**src/rtl/nco_ctrl_pkg.sv**
```systemverilog
// Shared definitions for the NCO sweep controller.
//   state_e   : sequencer state encoding
//   DEF_*     : default widths (phase increment, tone count, dwell, divider)
//   nz_to_one : maps a zero count to 1 so programmed counts are never empty
package nco_ctrl_pkg;

  localparam int DEF_APR = 16;
  localparam int DEF_NW  = 12;
  localparam int DEF_DW  = 16;
  localparam int DEF_VW  = 8;

  typedef enum logic [1:0] {
    IDLE  = 2'd0,
    PRIME = 2'd1,
    RUN   = 2'd2,
    DONE  = 2'd3
  } state_e;

  function automatic int unsigned nz_to_one(input int unsigned v);
    return (v == 0) ? 32'd1 : v;
  endfunction

endpackage

```
**src/rtl/nco_clken_div.sv**
```systemverilog
// Sample-rate divider producing the NCO clock-enable.
//   clk, reset_n : system clock, async active-low reset
//   i_clr        : restart the period with an enable pulse on the next cycle
//   i_en         : keep counting on the next cycle; low parks the divider at 0
//   i_div        : period minus 1
//   o_clken      : registered pulse, high in cycles where the count is 0
module nco_clken_div
  import nco_ctrl_pkg::*;
#(
  parameter int VW = DEF_VW
) (
  input  logic          clk,
  input  logic          reset_n,
  input  logic          i_clr,
  input  logic          i_en,
  input  logic [VW-1:0] i_div,
  output logic          o_clken
);

  logic [VW-1:0] r_cnt;
  logic          r_clken;

  // r_cnt is the count of the current cycle; r_clken mirrors (r_cnt == 0)
  // while enabled so the pulse comes straight from a flop.
  always_ff @(posedge clk or negedge reset_n) begin
    if (!reset_n) begin
      r_cnt   <= '0;
      r_clken <= 1'b0;
    end else if (i_clr) begin
      r_cnt   <= '0;
      r_clken <= 1'b1;
    end else if (i_en) begin
      if (r_cnt == i_div) begin
        r_cnt   <= '0;
        r_clken <= 1'b1;
      end else begin
        r_cnt   <= r_cnt + 1'b1;
        r_clken <= 1'b0;
      end
    end else begin
      r_cnt   <= '0;
      r_clken <= 1'b0;
    end
  end

  assign o_clken = r_clken;

endmodule

```
**src/rtl/nco_sweep_ctrl.sv**
```systemverilog
// Tone-sweep sequencer driving an NCO's phase increment and clock-enable.
// A config handshake loads start/step/tone count/dwell/divider/loop; the
// increment then steps through the tone list, holding each tone for a number
// of valid NCO output samples.
//   clk, reset_n      : system clock, async active-low reset
//   cfg_*             : config offer / accept and fields
//   abort             : synchronous stop request (ignored when idle)
//   nco_clken         : NCO clock-enable
//   nco_phi_inc       : NCO phase increment
//   nco_out_valid     : NCO output valid
//   tone_idx          : current tone index
//   busy/done/aborted : status; done and aborted are one-cycle pulses
//
// state | meaning
// IDLE  | waiting for config, cfg_ready high
// PRIME | NCO running, waiting for the first valid sample
// RUN   | counting valid samples per tone and stepping the increment
// DONE  | single-cycle end-of-sweep, done pulse
module nco_sweep_ctrl
  import nco_ctrl_pkg::*;
#(
  parameter int APR = DEF_APR,
  parameter int NW  = DEF_NW,
  parameter int DW  = DEF_DW,
  parameter int VW  = DEF_VW
) (
  input  logic           clk,
  input  logic           reset_n,
  input  logic           cfg_valid,
  output logic           cfg_ready,
  input  logic [APR-1:0] cfg_start,
  input  logic [APR-1:0] cfg_step,
  input  logic [NW-1:0]  cfg_ntones,
  input  logic [DW-1:0]  cfg_dwell,
  input  logic [VW-1:0]  cfg_div,
  input  logic           cfg_loop,
  input  logic           abort,
  output logic           nco_clken,
  output logic [APR-1:0] nco_phi_inc,
  input  logic           nco_out_valid,
  output logic [NW-1:0]  tone_idx,
  output logic           busy,
  output logic           done,
  output logic           aborted
);

  state_e         r_state;
  logic [APR-1:0] r_phi;
  logic [NW-1:0]  r_tone;
  logic           r_busy;
  logic           r_done;
  logic           r_aborted;
  logic [DW-1:0]  r_dwell_left;
  logic [DW-1:0]  r_dwell_m1;
  logic [NW-1:0]  r_last_idx;
  logic [APR-1:0] r_start;
  logic [APR-1:0] r_step;
  logic [VW-1:0]  r_div;
  logic           r_loop;

  logic           w_clken;
  logic           w_active;
  logic           w_abort;
  logic           w_sample;
  logic           w_tone_end;
  logic           w_last_tone;
  logic           w_to_done;
  logic           w_div_clr;
  logic           w_div_en;
  logic [DW-1:0]  w_dwell_m1_in;
  logic [NW-1:0]  w_last_idx_in;

  // Dwell is a down-counter of remaining samples; zero counts behave as 1.
  assign w_dwell_m1_in = DW'(nz_to_one(32'(cfg_dwell)) - 32'd1);
  assign w_last_idx_in = NW'(nz_to_one(32'(cfg_ntones)) - 32'd1);

  assign w_active    = (r_state == PRIME) || (r_state == RUN);
  assign w_abort     = abort && (r_state != IDLE);
  assign w_sample    = w_active && w_clken && nco_out_valid;
  assign w_tone_end  = w_sample && (r_dwell_left == '0);
  assign w_last_tone = (r_tone == r_last_idx);
  assign w_to_done   = w_tone_end && w_last_tone && !r_loop;

  // The divider looks one cycle ahead: it must know whether the next cycle
  // is still PRIME/RUN so its registered enable lines up with the state.
  assign w_div_clr = (r_state == IDLE) && cfg_valid;
  assign w_div_en  = w_active && !w_abort && !w_to_done;

  nco_clken_div #(
    .VW(VW)
  ) u_div (
    .clk    (clk),
    .reset_n(reset_n),
    .i_clr  (w_div_clr),
    .i_en   (w_div_en),
    .i_div  (r_div),
    .o_clken(w_clken)
  );

  always_ff @(posedge clk or negedge reset_n) begin
    if (!reset_n) begin
      r_state      <= IDLE;
      r_phi        <= '0;
      r_tone       <= '0;
      r_busy       <= 1'b0;
      r_done       <= 1'b0;
      r_aborted    <= 1'b0;
      r_dwell_left <= '0;
      r_dwell_m1   <= '0;
      r_last_idx   <= '0;
      r_start      <= '0;
      r_step       <= '0;
      r_div        <= '0;
      r_loop       <= 1'b0;
    end else begin
      r_done    <= 1'b0;
      r_aborted <= 1'b0;
      if (w_abort) begin
        // Beats any tone advance or DONE entry in the same cycle.
        r_state      <= IDLE;
        r_aborted    <= 1'b1;
        r_busy       <= 1'b0;
        r_phi        <= '0;
        r_tone       <= '0;
        r_dwell_left <= '0;
      end else begin
        case (r_state)
          IDLE: begin
            if (cfg_valid) begin
              r_start      <= cfg_start;
              r_step       <= cfg_step;
              r_div        <= cfg_div;
              r_loop       <= cfg_loop;
              r_last_idx   <= w_last_idx_in;
              r_dwell_m1   <= w_dwell_m1_in;
              r_dwell_left <= w_dwell_m1_in;
              r_phi        <= cfg_start;
              r_tone       <= '0;
              r_busy       <= 1'b1;
              r_state      <= PRIME;
            end
          end
          PRIME, RUN: begin
            if (w_tone_end) begin
              r_dwell_left <= r_dwell_m1;
              if (!w_last_tone) begin
                r_phi   <= r_phi + r_step;
                r_tone  <= r_tone + 1'b1;
                r_state <= RUN;
              end else if (r_loop) begin
                r_phi   <= r_start;
                r_tone  <= '0;
                r_state <= RUN;
              end else begin
                r_state <= DONE;
                r_done  <= 1'b1;
              end
            end else if (w_sample) begin
              r_dwell_left <= r_dwell_left - 1'b1;
              r_state      <= RUN;
            end
          end
          DONE: begin
            r_state <= IDLE;
            r_busy  <= 1'b0;
          end
          default: r_state <= IDLE;
        endcase
      end
    end
  end

  assign cfg_ready   = (r_state == IDLE);
  assign nco_clken   = w_clken;
  assign nco_phi_inc = r_phi;
  assign tone_idx    = r_tone;
  assign busy        = r_busy;
  assign done        = r_done;
  assign aborted     = r_aborted;

endmodule

```
**config.mk**
```make
export PLATFORM = sky130hd
export DESIGN_NAME = nco_sweep_ctrl
export DESIGN_NICKNAME = d
export VERILOG_FILES = /design/src/rtl/nco_ctrl_pkg.sv /design/src/rtl/nco_clken_div.sv /design/src/rtl/nco_sweep_ctrl.sv
export SDC_FILE = /design/constraint.sdc
export NUM_CORES = 1
export LEC_CHECK = 0
export CAP_MARGIN = 20
export CORE_MARGIN = 2
export CORE_UTILIZATION = 30
export DETAILED_ROUTE_END_ITERATION = 10
export PLACE_DENSITY = 0.61
export SYNTH_ARGS = -nofsm -noshare
export SYNTH_HDL_FRONTEND = slang
export SYNTH_HIERARCHICAL = 1
export SYNTH_SLANG_ARGS = --single-unit
export TNS_END_PERCENT = 50
```
**constraint.sdc**
```tcl
create_clock -name clk -period 2.3 [get_ports clk]
set_input_delay 0.69 -clock clk [delete_from_list [all_inputs] [get_ports clk]]
set_output_delay 0.69 -clock clk [all_outputs]
set_load 0.01 [all_outputs]
```
==> results of run 1 <==
==> what timing repair did <==
| item | CTS | global route |
|---|---|---|
| setup buffers | 11 | 5 |
| gates resized for setup | 33 | 85 |
| endpoints found under the setup margin | 36 | 40 |
| gates cloned | 0 | 1 |
| pin swaps | 24 | 31 |
==> cell usage in the layout (no fill, tap or decap), types with 21 or more instances in the layout <==
cell type	n
nor3_1	27
nand2_1	85
xnor2_1	29
nand3_1	21
o21ai_0	54
buf_4	159
a21oi_1	35
clkdlybuf4s50_1	84
mux2_2	44
dfrtp_1	127
xor2_1	23
nor2_1	40
==> cell families after synthesis <==
group,count (synthesis),share of synthesized area (%)
AOI/OAI and AO/OA,217,19.1
muxes,55,7.84
DFF,127,41.1
adders and majority gates,23,3.82
xor gates and xnor gates,55,6.24
buffers and inverters,63,4.31
and+or+nand+nor,262,17.6
==> power breakdown <==
group | leakage, nW | internal, W | switching, W
clock network | 0.296 | 0.00173 | 0.00105
logic | 2.83 | 0.00392 | 0.00440
registers | 1.59 | 0.00315 | 0.000668
==> metal layers <==
layer  up-vias  wire length [µm]  GRT usage, %
met2       186             11100          28.4
met1      3424             10600          22.9
met3        25               996          2.64
li1       3474                 -             -
met4         0               312          5.93
met5         -                 0             0
==> cell usage after synthesis, types with 9 or more instances <==
| master | number | share of area [%] |
|---|---|---|
| a22o_1 | 9 | 1.0 |
| nor3_1 | 34 | 2.2 |
| inv_1 | 20 | 0.97 |
| a21oi_1 | 36 | 2.3 |
| ha_1 | 22 | 3.6 |
| o211ai_1 | 12 | 1.2 |
| nand4_1 | 9 | 0.73 |
| xor2_1 | 25 | 2.8 |
| dfrtp_1 | 127 | 41 |
| xnor2_1 | 30 | 3.4 |
| nand3_1 | 22 | 1.4 |
| o21ai_0 | 64 | 4.1 |
| nand2_1 | 87 | 4.2 |
| clkbuf_1 | 22 | 1.1 |
| o31ai_1 | 9 | 0.87 |
| a211oi_1 | 10 | 0.97 |
| mux2_2 | 44 | 6.4 |
| nor2_1 | 42 | 2.0 |
| mux2i_1 | 11 | 1.4 |
| nor4_1 | 10 | 0.81 |
==> worst reg2reg max path: cells and delay by family, from the launching register on <==
kind | cells | cell delay, ns
AO/OA/AOI/OAI | 4 | 0.70
multiplexers | 1 | 0.25
AND/OR/NAND/NOR | 1 | 0.21
flip-flops | 1 | 0.39
adder cells (fa/ha/maj) | 2 | 0.56
==> state kept, by name (all words and copies together), names as in the netlist <==
| name | count |
|---|---|
| done | 1 |
| r_dwell_m1 | 16 |
| u_div/o_clken | 1 |
| u_div/r_cnt | 8 |
| r_loop | 1 |
| r_step | 16 |
| tone_idx | 12 |
| r_dwell_left | 16 |
| r_last_idx | 12 |
| r_state | 2 |
| r_div | 8 |
| busy | 1 |
| r_start | 16 |
| nco_phi_inc | 16 |
| aborted | 1 |
==> through the flow <==
stage | setup TNS, ns | total power (W) | std cells | setup slack [ns]
3_5_place_dp | -33.25 | 0.0117 | 1345 | -0.733
3_3_place_gp | -31.45 | 0.0116 | 1345 | -0.649
4_1_cts | 0 | 0.0146 | 1388 | 0.00121
2_1_floorplan | -1.55 | 0.00876 | 802 | -0.242
5_1_grt | -0.0391 | 0.0160 | 1394 | -0.0153
6_report | 0 | 0.0149 | 1394 | 0.0681
==> worst max-delay path by stage <==
stage,endpoint,cells after the start
floorplan,r_dwell_left[14],10
detailed placement,r_dwell_left[10],12
global route,tone_idx[7],10
CTS,tone_idx[5],9
finish,tone_idx[2],2
global placement,r_dwell_left[10],12
==> cell type report <==
type,count,area (µm²),share of cell area [%]
multi-input combinational,612,4510,40.7
inverter,20,75.1,0.677
clock inverter,14,165,1.49
timing repair buffer,273,2310,20.8
sequential,127,3180,28.7
clock buffer,18,439,3.96
tap,330,413,3.72
==> summary by stage, run 1 <==
Setup path
The number of buffer and inverter stages on the critical path is 2. In this design, the stage delay of the slowest critical-path cell is 0.54 ns. STA classifies the critical path startpoint as a flip-flop.

The startpoint identified for the worst register-to-register timing path is nco_phi_inc[0]. The worst setup slack for register-to-register paths is between 0.06 and 0.07 ns. The category of cells accounting for the largest share of critical-path delay is buffers and inverters. The number of cells on the worst reg-to-reg path is 8.

The capturing point of the worst reg2reg path is nco_phi_inc[12]. The critical path class is reg2out. For the worst setup path, the data required time is 1.61 ns. STA puts the critical path data arrival time at 1.54 ns.

Along the worst path, the maximum fanout reaches 7. The beginning of the critical path is tone_idx[2]. The highest-delay cell along the critical path is clkdlybuf4s50_1. The type of destination of the critical path is an output port. The signal on the critical path passes through buf_4, clkdlybuf4s50_1.

CTS
The clock insertion delay at the later pin of the skew report is 0.42 ns. The CTS H-tree depth is 4. TritonCTS built the clock tree. The tree is rooted in a clkbuf_16. No sink is reached through more buffers than the 2 on the longest clock path. The number of buffers created by CTS is 17.

Clock-pin slew was measured on the worst setup and hold paths at 0.06 ns. For this design, the CTS-stage hold fixing added 0 buffers. The number of clock sinks is 127.

Logic synthesis
The post-synthesis net count is ~900. For this run, the number of Yosys warnings is 6. A synthesized cell averages 9.63 µm².

After technology mapping, the gate count stands at approximately 800. The summed instance area of the synthesized netlist is around 0.0077 mm². The number of synthesized flops with an enable pin is 0. The number of different library cells used by synthesis comes to 80.

Summing the sequential cell areas from Yosys gives 41.1% of the chip area. The synthesis-stage register bit count is 127. For this run, asynchronously set or reset flops after synthesis account for 100%. In the synthesized netlist the dominant register cell turns out to be dfrtp_1.

Global routing
The initial antenna violation count is 0. The global-route wire length before repair is 36700 µm. The total overflow left after global routing is 0. The largest net degree at the start of global routing is 38.

The overall global routing resource usage is 17.2%. The via count of the first global-routing pass came to 7183.

Floorplanning
In this run the count of I/O pins placed on the die edge is roughly 110. The die is 164 µm wide. The die is 164 µm tall. The initialized floorplan defines between 50 and 60 standard-cell rows. The total core area is roughly 0.025 mm². The full die area is 0.0270 mm². The initial core utilization is ~31%.

Final layout
The number of nets in the finished design is 1148. From synthesis to final layout, the design area changed by 43.6%. After routing the design area is 0.0111 mm². The number of antenna diodes in the final layout is 0. Measured on the finished design, the core utilization comes to 43.9%. Of the cells placed in the final design, the portion with a size suffix greater than 1 is 32.0%. The number of fill cells is 2456.

Power and ir drop
In this run the power density over the cells is 1350 mW/mm². The analysis attributes to cell leakage a power of 4.72 nW. IR analysis of the VDD net gives a maximum drop of 0.678 mV.

Routing
The average vias per placed instance is 5.10. The average wire length per cell after detail routing is 16.5 µm. The number of optimization iterations in the first detailed-route pass is 5.

The final layout contains routed wiring with a total length of 23000 µm. The DRC marker count from the first detailed-route iteration is 425. The detail route stage leaves a number of antenna-violating nets equal to 0. Detailed routing inserted a total of between 7k and 8k vias. For this run, design rule violations remaining after detail routing come to 0.

Timing
The upper clock frequency limit is 0.448 GHz. The slew at the pin closest to its max-slew limit is 0.579 ns. The final clock skew is ~0.012 ns.

The final-report max-slew violation count is 0. The number of failing setup endpoints in the final timing report is 0. The final critical path takes up 97.0% of the cycle. The worst pin sits at a relative slew slack of 61.1%.

Setup repair after global routing could not meet its margin everywhere. Subtracting the final worst setup slack from the clock period gives 2.23 ns. The final number of hold-violating endpoints is 0. The tightest hold path in the finished design has a slack of roughly 0.24 ns.

Place
Detailed placement finished with a half-perimeter wire length of around 17000 µm. The placer's final routability congestion estimate is 0.854. The number of I/O port buffers is 106.

The total placed instance area is 0.0102 mm².

Flow run
Max-cap violations in this run came to 0.

Hold path
The path class of the tightest hold or removal check is in2async.

Run status
The flow ran to the end, and the final reports show no timing, DRC or antenna violations.
Note: power is estimated with default switching activity, not from simulation.
==> inputs of run 2 (changes only) <==
--- a/config.mk
+++ b/config.mk
@@ -8,6 +8,7 @@
 export CAP_MARGIN = 20
 export CORE_MARGIN = 2
 export CORE_UTILIZATION = 30
+export CTS_CLUSTER_SIZE = 24
 export DETAILED_ROUTE_END_ITERATION = 10
 export PLACE_DENSITY = 0.61
 export SYNTH_ARGS = -nofsm -noshare
==> results of run 2 <==
Same layout as run 1: the final DEF is identical, and so are final timing and power.
==> inputs of run 3 (changes only) <==
--- a/config.mk
+++ b/config.mk
@@ -10,9 +10,8 @@
 export CORE_UTILIZATION = 30
 export CTS_CLUSTER_SIZE = 24
 export DETAILED_ROUTE_END_ITERATION = 10
-export PLACE_DENSITY = 0.61
+export PLACE_DENSITY = 0.59
 export SYNTH_ARGS = -nofsm -noshare
 export SYNTH_HDL_FRONTEND = slang
-export SYNTH_HIERARCHICAL = 1
 export SYNTH_SLANG_ARGS = --single-unit
 export TNS_END_PERCENT = 50
==> constraint.sdc (replaced) <==
create_clock -name clk -period 2.45 [get_ports clk]
set_input_delay 0.735 -clock clk [delete_from_list [all_inputs] [get_ports clk]]
set_output_delay 0.735 -clock clk [all_outputs]
set_load 0.01 [all_outputs]
==> run 3 against run 2 <==
The flow now finishes with violations (setup timing). Sequential power is 6.5% lower. Synthesized area decreased by 5.7%. Cell area is 1.1% lower. Core utilization rose by 1.6 points. Non-clock buffer count decreased by 17. Clock power fell by 6%. Critical path type is now in2reg. Critical endpoint is now r_dwell_left[12]. Largest cell class unchanged. Largest power group unchanged.
==> summary by stage, run 3 <==
Logic synthesis
The number of synthesized flops with an enable pin was 0 (unchanged). The number of warnings printed during yosys synthesis came to 0 (was 6). The post-synthesis net count is 947 (was 899). The summed instance area of the synthesized netlist came to 0.00729 mm² (was 0.00772 mm²). The mux share of post-synthesis cell area is 1.92% (was 7.84%). The dominant combinational cell family by area after synthesis was simple AND/OR/NAND/NOR gates (was compound AO/OA/AOI/OAI gates).

The adder-cell share of the synthesized area is 4.05% (was 3.82%). The area share of xor/xnor cells in the synthesized design came to 7.57% (was 6.24%). The mean instance size in the synthesized netlist is 8.57 µm² (was 9.63 µm²). The share of synthesized cell area in and, or, nand and nor gates is 24.0% (was 17.6%). Top post-synthesis cells by area: dfrtp_1 44%, nand2_1 11%, xor2_1 4.6% (was dfrtp_1 41%, mux2_2 6.4%, nand2_1 4.2%). The distinct cell type count of the synthesized netlist is 56 (was 80). The library cell with the largest summed area after synthesis is dfrtp_1 (unchanged). The compound-cell area share of the yosys netlist came to 16.2% (was 19.1%). The fraction of the yosys area taken by sequential cells is 43.6% (was 41.1%). The proportion of netlist area held by the largest area contributor is 43.6% (was 41.1%). The synthesis-stage register bit count is 127 (unchanged). The post-synthesis async set-or-reset flop share is 100% (unchanged). The cell count after synthesis is 850 (was 802). The main flop type after synthesis is dfrtp_1 (unchanged). Commonest cells in the netlist: 209 x nand2_1, 127 x dfrtp_1, 67 x nor2_1 (was 127 x dfrtp_1, 87 x nand2_1, 64 x o21ai_0). The most common cell in the synthesized netlist was nand2_1 (was dfrtp_1).

Routing
The total wirelength of the detailed-routed design is 22000 µm (was 23000 µm). The top routing layer in use is met4 (unchanged). The number of optimization iterations in the first detailed-route pass is 4 (was 5). The met3 layer wire length in the routed design is 849 µm (was 996 µm). The count of nets left with antenna violations after detail routing is 0 (unchanged).

The met2 wirelength from detailed routing is 10300 µm (was 11100 µm). The average vias per placed instance is 4.90 (was 5.10). The via count is 6997 (was 7109). The number of remaining DRC errors is 0 (unchanged).

The average wire length per cell after detail routing is 15.4 µm (was 16.5 µm). The length of routed wiring on met1 is 10600 µm (about the same). The DRC marker count from the first detailed-route iteration was 441 (was 425).

Global routing
The final global-route overflow total came to 0 (unchanged). The via count of the first global-routing pass was 6935 (was 7183). The overall global routing resource usage was 17.5% (was 17.2%). The largest net degree at the start of global routing is 60 (was 38). The initial antenna violation count is 1 (was 0). The global-route wire length before repair is 36100 µm (was 36700 µm).

Setup path
Worst path cell trace: buf_6, or4_4, or4_4, nor3_4, a21oi_2, ha_4, or3b_4, or2_4, nor2_4, xnor2_2, and2_1, a31oi_1, a22o_1 (was buf_4, clkdlybuf4s50_1). The element type at the critical path start was a primary input (was flip-flop). The highest net fanout along the worst path is 4 (was 7). The critical path class is in2reg (was reg2out).

The cell repeated most along the worst path is or4_4. The data arrival at the endpoint of the critical path is 3.30 ns (was 1.54 ns). The depth of the worst register-to-register path was 9 (was 8). The largest stage delay on the critical path is 0.52 ns (was 0.54 ns). The required time of the critical path is 2.75 ns (was 1.61 ns). The type of destination of the critical path is a flip-flop (was output port). The highest-delay cell along the critical path is or4_4 (was clkdlybuf4s50_1).

Timing
The final number of hold-violating endpoints was 0 (unchanged). The final clock skew is 0.0123 ns (was 0.0117 ns). Of the available clock period, the critical path in the final layout requires 122%. The sum of negative setup slack was -11.28 ns (was 0 ns). The worst hold margin was 0.201 ns (was 0.243 ns). The final-report max-slew violation count was 0 (unchanged). Based on the critical path, the design can be clocked at up to 0.333 GHz. The worst slew margin relative to its limit is 65.6% (was 61.1%).

The number of failing setup endpoints in the final timing report is 60 (was 0). The slew at the pin closest to its max-slew limit is 0.516 ns (was 0.579 ns). The final setup slack of the worst path was -0.549 ns (was 0.0681 ns). The shortest clock period the worst path allows after layout is between 2 and 3 ns. RSZ-0062 raised after global routing: true (unchanged).

Final layout
The number of nets in the finished design is 1187 (was 1148). The number of fill cells was 2392 (was 2456). The synthesis-to-finish area growth was 50.5% (was 43.6%).

Commonest cells after routing, fill and taps aside: 200 x nand2_1, 135 x buf_4, 127 x dfrtp_1 (was 159 x buf_4, 127 x dfrtp_1, 85 x nand2_1). The most common cell after layout, fill and taps aside is nand2_1 (was buf_4). The post-route core utilization was 45.5% (was 43.9%).

The area taken by flip-flops and latches is 0.00318 mm² (unchanged). The fraction of layout instances using a drive strength above 1 was 23.5% (was 32.0%). The combined area of the multi-input logic cells is 0.00441 mm² (was 0.00451 mm²).

CTS
The number of buffers created by CTS is 17 (unchanged). The quantity of hold-fixing buffers added after cts is 0 (unchanged). The library cell used as clock root buffer is clkbuf_16 (unchanged). The CTS tree is done (unchanged). The largest buffer count on any clock path came to 2 (unchanged). The clock transition at the register clock pins on the worst setup and hold paths after CTS is 0.05 ns (was 0.06 ns). The number of clock sinks is 127 (unchanged). The clock insertion delay at the later pin of the skew report was 0.42 ns (about the same). The CTS H-tree depth is 4 (unchanged).

Floorplanning
The row count is 57 (was 58). The total core area is 0.0241 mm² (was 0.0253 mm²). The height of the chip is 160 µm (was 164 µm). The initial core utilization is 30.2% (was 30.6%).

The die span in x is 160 µm (was 164 µm). The full die area was 0.0256 mm² (was 0.0270 mm²). The I/O pin total was 107 (unchanged).

Power and ir drop
The total power after layout is 0.0143 W (was 0.0149 W). The worst ir drop on vdd is 0.610 mV (was 0.678 mV). The power per cell area is 1310 mW/mm² (was 1350 mW/mm²). The leakage power was 5.05 nW (was 4.72 nW).

Place
The estimated wirelength of the detail-placed design was 15400 µm (was 16700 µm). The number of I/O port buffers is 106 (unchanged). The minimum setup slack after placement is -1.23 ns (was -0.733 ns).

The placer's final routability congestion estimate came to 0.843 (was 0.854).

Run status
The checks that failed: setup timing. Status: complete, but fails checks (was finished, final reports clean).

Flow run
The number of max-cap violations is 0 (unchanged).

Hold path
The path category of the worst min-delay check is in2async (unchanged).
## run 3: cell types whose count changed in the layout (fill, tap and decap cells not counted), moves of 7 or more
cell             change
nand2_1            +115
mux2_2              -44
o21ai_0             -28
buf_4               -24
nor2_1              +24
clkbuf_2            -19
clkdlybuf4s50_1     +14
xor2_1              +14
nor3_1              -11
o21ai_1             +10
nor4_1               +8
xnor2_1              -8
a21oi_1              -7
## run 3: cell type report
class	instances	share of cell area, %
multi-input combinational	673	40.2
sequential	127	29.0
timing repair buffer	256	21.0
clock buffer	21	4.29
tap	324	3.70
clock inverter	10	1.24
inverter	15	0.513
antenna	1	0.0228
## run 3: layer usage
metal  vias to the layer above  GRT usage, %
met2                       149          27.9
met1                      3353          24.4
met4                         0          5.12
li1                       3476             -
met5                         -             0
met3                        19          3.06
## run 3: repair_timing
action,4_1_cts,5_1_grt
setup buffers,8,12
pin swaps,52,32
gates resized for setup,89,53
gates cloned,3,0
setup endpoints to repair,80,72
hold endpoints to repair,0,0
## run 3: logic make-up (layout without fill, tap and decap cells)
group | Yosys count | after routing
AND/OR/NAND/NOR | 390 | 390
AO/OA/AOI/OAI | 181 | 183
flip-flops | 127 | 127
XOR/XNOR | 63 | 63
buffers and inverters | 52 | 302
adder cells (fa/ha/maj) | 23 | 23
multiplexers | 14 | 14
other | 0 | 1
## run 3: worst max-delay path, delay by kind of cell
kind            cells  cell delay (ns)
compound gates      3             0.34
buf+inv             1             0.09
simple gates        7             1.81
fa+ha+maj           1             0.17
xor+xnor            1             0.14
## run 3: metrics by stage
stage,std cells,cell area [µm²]
finish,1427,11000
global route,1426,11000
CTS,1418,10700
detailed placement,1377,9750
global placement,1377,9750
floorplan,850,7390
## run 3: path summary, 6_finish.rpt
path,from,end,slack (ns)
min reg2reg,r_start[13],r_start[13],0.47
max in group asynchronous,reset_n,busy,1.62
max reg2reg,r_dwell_left[8],tone_idx[4],-0.26
min,reset_n,r_last_idx[11],0.20
min in group clk,r_start[13],r_start[13],0.47
max,cfg_dwell[11],r_dwell_left[12],-0.55
## run 3: power by group
| group | total (W) | internal, W | switching [W] |
|---|---|---|---|
| clock network | 0.00262 | 0.00167 | 0.000949 |
| logic | 0.00815 | 0.00377 | 0.00437 |
| registers | 0.00357 | 0.00297 | 0.000605 |
